==> src/rtl/multiplicador_sequencial_pkg.sv <==
// Shared definitions for the sequential shift-add multiplier: FSM state
// encoding, default operand width and a two's-complement negate helper.
package multiplicador_sequencial_pkg;

    localparam int unsigned DEFAULT_WIDTH = 4;

    // Widest value the negate helper handles; products up to 64 bits.
    localparam int unsigned MAX_W = 64;

    typedef enum logic [1:0] {
        ST_IDLE = 2'd0,
        ST_CALC = 2'd1,
        ST_DONE = 2'd2
    } state_t;

    // Two's-complement negation at MAX_W bits; callers zero-extend the
    // operand in and truncate the result back to their own width, which
    // is exact modulo 2^width.
    function automatic logic [MAX_W-1:0] twos_negate(input logic [MAX_W-1:0] v);
        return ~v + 1'b1;
    endfunction

endpackage

==> src/rtl/multiplicador_sequencial_somador_n_bits.sv <==
// Ripple-carry adder built from chained one-bit full adders; used for the
// per-iteration partial-product add of the multiplier.

// One-bit full adder.
module Somador1Bit (
    output logic o_sum,
    output logic o_cout,
    input  logic i_a,
    input  logic i_b,
    input  logic i_cin
);
    assign o_sum  = i_a ^ i_b ^ i_cin;
    assign o_cout = (i_a & i_b) | (i_cin & (i_a ^ i_b));
endmodule

// WIDTH-bit ripple-carry adder with carry-in and carry-out.
module somador_n_bits #(
    parameter int unsigned WIDTH = 4
) (
    input  logic [WIDTH-1:0] i_a,
    input  logic [WIDTH-1:0] i_b,
    input  logic             i_cin,
    output logic [WIDTH-1:0] o_sum,
    output logic             o_cout
);
    logic [WIDTH:0] w_carry;

    assign w_carry[0] = i_cin;
    assign o_cout     = w_carry[WIDTH];

    for (genvar g = 0; g < WIDTH; g++) begin : g_bit
        Somador1Bit u_fa (
            .o_sum  (o_sum[g]),
            .o_cout (w_carry[g+1]),
            .i_a    (i_a[g]),
            .i_b    (i_b[g]),
            .i_cin  (w_carry[g])
        );
    end
endmodule

==> src/rtl/multiplicador_sequencial.sv <==
// Sequential shift-add multiplier, WIDTH x WIDTH -> 2*WIDTH, signed or
// unsigned per operation. Signed operands are reduced to magnitudes at
// accept time, multiplied unsigned over WIDTH iterations, and the sign is
// applied when the product is registered.
module multiplicador_sequencial
    import multiplicador_sequencial_pkg::*;
#(
    parameter int unsigned WIDTH = DEFAULT_WIDTH,
    parameter int unsigned CNT_W = $clog2(WIDTH + 1)
) (
    input  logic                 clk,
    input  logic                 rst_n,
    input  logic                 in_valid,
    output logic                 in_ready,
    input  logic [WIDTH-1:0]     A,
    input  logic [WIDTH-1:0]     B,
    input  logic                 signed_mode,
    output logic                 out_valid,
    input  logic                 out_ready,
    output logic [2*WIDTH-1:0]   P,
    output logic                 busy
);

    state_t               r_state;
    logic [CNT_W-1:0]     r_cnt;
    logic [WIDTH-1:0]     r_mcand;
    logic [WIDTH-1:0]     r_mult;
    logic [WIDTH-1:0]     r_acc_hi;
    logic                 r_neg;
    logic                 r_in_ready;
    logic                 r_out_valid;
    logic                 r_busy;
    logic [2*WIDTH-1:0]   r_p;

    logic [WIDTH-1:0]     w_a_mag;
    logic [WIDTH-1:0]     w_b_mag;
    logic [WIDTH-1:0]     w_addend;
    logic [WIDTH-1:0]     w_sum;
    logic                 w_cout;
    logic [WIDTH-1:0]     w_acc_hi_next;
    logic [WIDTH-1:0]     w_mult_next;
    logic [2*WIDTH-1:0]   w_prod;

    // Operand magnitudes; -2^(W-1) maps to 2^(W-1), which still fits W bits.
    always_comb begin
        w_a_mag = A;
        w_b_mag = B;
        if (signed_mode && A[WIDTH-1])
            w_a_mag = WIDTH'(twos_negate(MAX_W'(A)));
        if (signed_mode && B[WIDTH-1])
            w_b_mag = WIDTH'(twos_negate(MAX_W'(B)));
    end

    assign w_addend = r_mult[0] ? r_mcand : '0;

    somador_n_bits #(
        .WIDTH (WIDTH)
    ) u_somador (
        .i_a    (r_acc_hi),
        .i_b    (w_addend),
        .i_cin  (1'b0),
        .o_sum  (w_sum),
        .o_cout (w_cout)
    );

    // {carry, sum, multiplier} shifted right by one; the multiplier register
    // doubles as the low half of the accumulator.
    assign w_acc_hi_next = {w_cout, w_sum[WIDTH-1:1]};
    assign w_mult_next   = {w_sum[0], r_mult[WIDTH-1:1]};
    assign w_prod        = {w_acc_hi_next, w_mult_next};

    // Control FSM and datapath registers, all outputs registered.
    always_ff @(posedge clk or negedge rst_n) begin
        if (!rst_n) begin
            r_state     <= ST_IDLE;
            r_cnt       <= '0;
            r_mcand     <= '0;
            r_mult      <= '0;
            r_acc_hi    <= '0;
            r_neg       <= 1'b0;
            r_in_ready  <= 1'b1;
            r_out_valid <= 1'b0;
            r_busy      <= 1'b0;
            r_p         <= '0;
        end else begin
            case (r_state)
                ST_IDLE: begin
                    if (in_valid && r_in_ready) begin
                        r_mcand    <= w_a_mag;
                        r_mult     <= w_b_mag;
                        r_neg      <= signed_mode && (A[WIDTH-1] ^ B[WIDTH-1]);
                        r_acc_hi   <= '0;
                        r_cnt      <= CNT_W'(WIDTH);
                        r_in_ready <= 1'b0;
                        r_busy     <= 1'b1;
                        r_state    <= ST_CALC;
                    end
                end
                ST_CALC: begin
                    r_acc_hi <= w_acc_hi_next;
                    r_mult   <= w_mult_next;
                    r_cnt    <= r_cnt - 1'b1;
                    if (r_cnt == CNT_W'(1)) begin
                        r_p         <= r_neg ? (2*WIDTH)'(twos_negate(MAX_W'(w_prod))) : w_prod;
                        r_out_valid <= 1'b1;
                        r_state     <= ST_DONE;
                    end
                end
                ST_DONE: begin
                    if (out_ready) begin
                        r_out_valid <= 1'b0;
                        r_in_ready  <= 1'b1;
                        r_busy      <= 1'b0;
                        r_state     <= ST_IDLE;
                    end
                end
                default: begin
                    r_in_ready  <= 1'b1;
                    r_out_valid <= 1'b0;
                    r_busy      <= 1'b0;
                    r_state     <= ST_IDLE;
                end
            endcase
        end
    end

    assign in_ready  = r_in_ready;
    assign out_valid = r_out_valid;
    assign busy      = r_busy;
    assign P         = r_p;

endmodule

==> config.mk <==
export PLATFORM = sky130hd
export DESIGN_NAME = multiplicador_sequencial
export DESIGN_NICKNAME = d
export VERILOG_FILES = /design/src/rtl/multiplicador_sequencial_pkg.sv /design/src/rtl/multiplicador_sequencial_somador_n_bits.sv /design/src/rtl/multiplicador_sequencial.sv
export SDC_FILE = /design/constraint.sdc
export NUM_CORES = 1
export LEC_CHECK = 0
export BUFFER_PORTS_ARGS = -buffer_cell sky130_fd_sc_hd__buf_2
export CAP_MARGIN = 20
export CORE_AREA = 2 2 65 67
export DETAILED_ROUTE_END_ITERATION = 8
export DIE_AREA = 0 0 67 69
export SLEW_MARGIN = 15
export SYNTH_ARGS = -nofsm -noshare
export SYNTH_HDL_FRONTEND = slang
export SYNTH_SLANG_ARGS = --single-unit
==> constraint.sdc <==
create_clock -name clk -period 3.5 [get_ports clk]
set_clock_uncertainty 0.05 [all_clocks]
set_input_delay 0.175 -clock clk [delete_from_list [all_inputs] [get_ports clk]]
set_output_delay 0.175 -clock clk [all_outputs]
set_load 0.05 [all_outputs]
==> run metrics <==
antenna violations before repair=0; Synth cell types=36; 1st-iter DRT viols=46; setup repair after global routing missed its margin=false; Max rail drop VDD=277 uV; First-pass DRT Iterations=4; Setup TNS=0 ns; Ys Warns=0; global-route wire length before repair=5330 um; via count=1156; clock root buffer=clkbuf_8; Final setup viols=0; I/O Pins=24; die area=4620 um2; Worst Hold Depth=3; Max Slew Vio Count=0; num rows=23; Critical Path RT=3.61 ns; GRT Total Usage=15.4%; Setup crit start kind=register; sequential power share=36.3%; dominant cell type by area after synthesis=dfrtp_1; Tcrit/Tclk final=93.3%; grt ovf=0; syn_area_per_cell=9.90 um2; Setup crit end kind=register; WL per Instance=12.7 um; Worst Path Max Fanout=5; IO buf count=23; EDFF count, synth=0; Sw Share=42.8%; Clk pin slew, worst setup/hold paths=0.06 ns; Final Power=1.54 mW; CTS tree=built; outcome=complete, no violations; Most used DFF post-synth=dfrtp_1; die height=69 um; synthesized instance count=155; largest net degree at the start of global routing=30; async set-or-reset flop fraction in the synthesized netlist=100%; footprint of the multi-input gates=723 um2; final hold vios=0; achievable clock frequency=306 MHz; Worst Hold Class=in -> reg; commonest non-fill, non-tap cell in the layout=dfrtp_1; clk sink count=29; Post-Syn Nets=177; area grow syn2layout=16.6%; pwr/cell area=864 nW/um2; worst reg-to-reg path cell count=9; CTS Buf Count=5; fraction of the yosys area taken by sequential cells=47.4%; most frequent cells in the layout=dfrtp_1, buf_2, nand2_1; worst slew pin tran=0.721 ns; drt via density=4.98; # fillers=417; Arr. time, crit path=3.38 ns; area share of the largest cell type after synthesis=45.7%; CP Class=reg -> reg; CTS max path bufs=2; later-pin clock latency in the skew report=0.28 ns; CTS HTree Levels=2; ANT cells=0; Post-CTS Setup Inserts=0; sw power=661 uW; Int Pwr=883 uW; NumNets Final=203; Clock Power Share=19.7%; Leak=0.908 nW; Comb pwr share=44.1%; DRT Wirelength=2950 um; hpwl dp=2180 um; Final Wtd Congestion=0.829; initial core utilization=39.2%; die width=67 um; post-synthesis cell area=1530 um2; Slew headroom=51.9%; Remaining DRCs=0; WHS=0.101 ns; Max Cap Violations=0; number of global-route vias before repair=1142; antenna viol nets, final=0; Core Footprint=3910 um2; Reg area=727 um2; #FFs+latches synth=29; share of cells above drive strength 1=19.2%; Final min period=3.26 ns; Area contributors post-synth=dfrtp_1, nand2_1, ha_1, fa_1, nor2_1
==> state kept, by name (all words and copies together), names as in the netlist <==
name	count
P	8
busy	1
in_ready	1
out_valid	1
r_acc_hi	4
r_cnt	3
r_mcand	4
r_mult	4
r_neg	1
r_state	2
==> Yosys cell counts (2+ instances only) <==
master and count:
dfrtp_1 28, nand2_1 22, nor2_1 14, inv_1 11, a21oi_1 9, nand3_1 7, o21ai_0 7, ha_1 6
xor2_1 6, and2_1 4, o31ai_1 4, fa_1 3, mux2i_1 3, xnor2_1 3, a32oi_1 2, buf_6 2
clkbuf_1 2, nor2b_1 2, o221ai_1 2, o22a_1 2
==> layer usage <==
layer	track usage, %	part of all wire [%]
met1	20.3	47
met2	22.7	45
met3	4.89	5.0
met4	7.48	2.4
met5	0	0
==> stage by stage <==
stage               std cells  instance area [um2]  util [%]  worst slack, ns
floorplan                 155                 1530         -            0.342
global placement          223                 1680      42.8            0.263
detailed placement        223                 1680      42.8            0.228
CTS                       232                 1790      45.7            0.215
global route              232                 1790      45.7           0.0707
finish                    232                 1790      45.7            0.236
==> timing repair <==
action,4_1_cts,5_1_grt
hold buffers,1,0
endpoints found under the hold margin,28,0
endpoints found under the setup margin,0,0
resized for setup,0,0
==> worst max-delay path, stage by stage, from the launching register on <==
cell	delay (ns)
dfrtp_1	0.41
and2_1	0.16
ha_1	0.21
fa_1	0.42
fa_1	0.46
fa_1	0.53
or4_1	0.53
o21ai_1	0.16
xor2_1	0.15
a21oi_1	0.07
==> worst paths after layout <==
path	slack, ns	start	end
min reg2reg	0.43	r_mcand[3]	r_mcand[3]
max in group asynchronous	2.58	rst_n	P[7]
max reg2reg	0.24	r_mult[0]	P[7]
min	0.10	A[3]	r_mcand[3]
max	0.24	r_mult[0]	P[7]
min in group asynchronous	0.40	rst_n	r_cnt[1]
==> power by group through the flow <==
stage / Clock, mW / Sequential (mW) / Combinational, mW
after floorplan: 0 / 0.704 / 0.397
after global placement: 0 / 0.558 / 0.677
after detailed placement: 0 / 0.566 / 0.685
after CTS: 0.309 / 0.561 / 0.690
after global routing: 0.327 / 0.583 / 0.770
final: 0.304 / 0.560 / 0.681
==> cell families (layout without fill, tap and decap cells) <==
family	count (synthesis)	count (layout)	share of synthesized area [%]
buffers and inverters	17	44	5.46
AO/OA/AOI/OAI	32	32	13.4
XOR/XNOR	9	9	5.14
AND/OR/NAND/NOR	55	55	17.1
adder cells (fa/ha/maj)	9	9	8.81
flip-flops	29	29	47.4
multiplexers	4	4	2.69
==> cell type report <==
cell class	count	share of cell area, %
inverter	11	2.31
multi-input combinational	109	40.4
clock buffer	7	5.39
sequential	29	40.7
clock inverter	1	0.280
timing repair buffer	25	7.42
tap	50	3.50
Power figures use the tool's default switching activity.
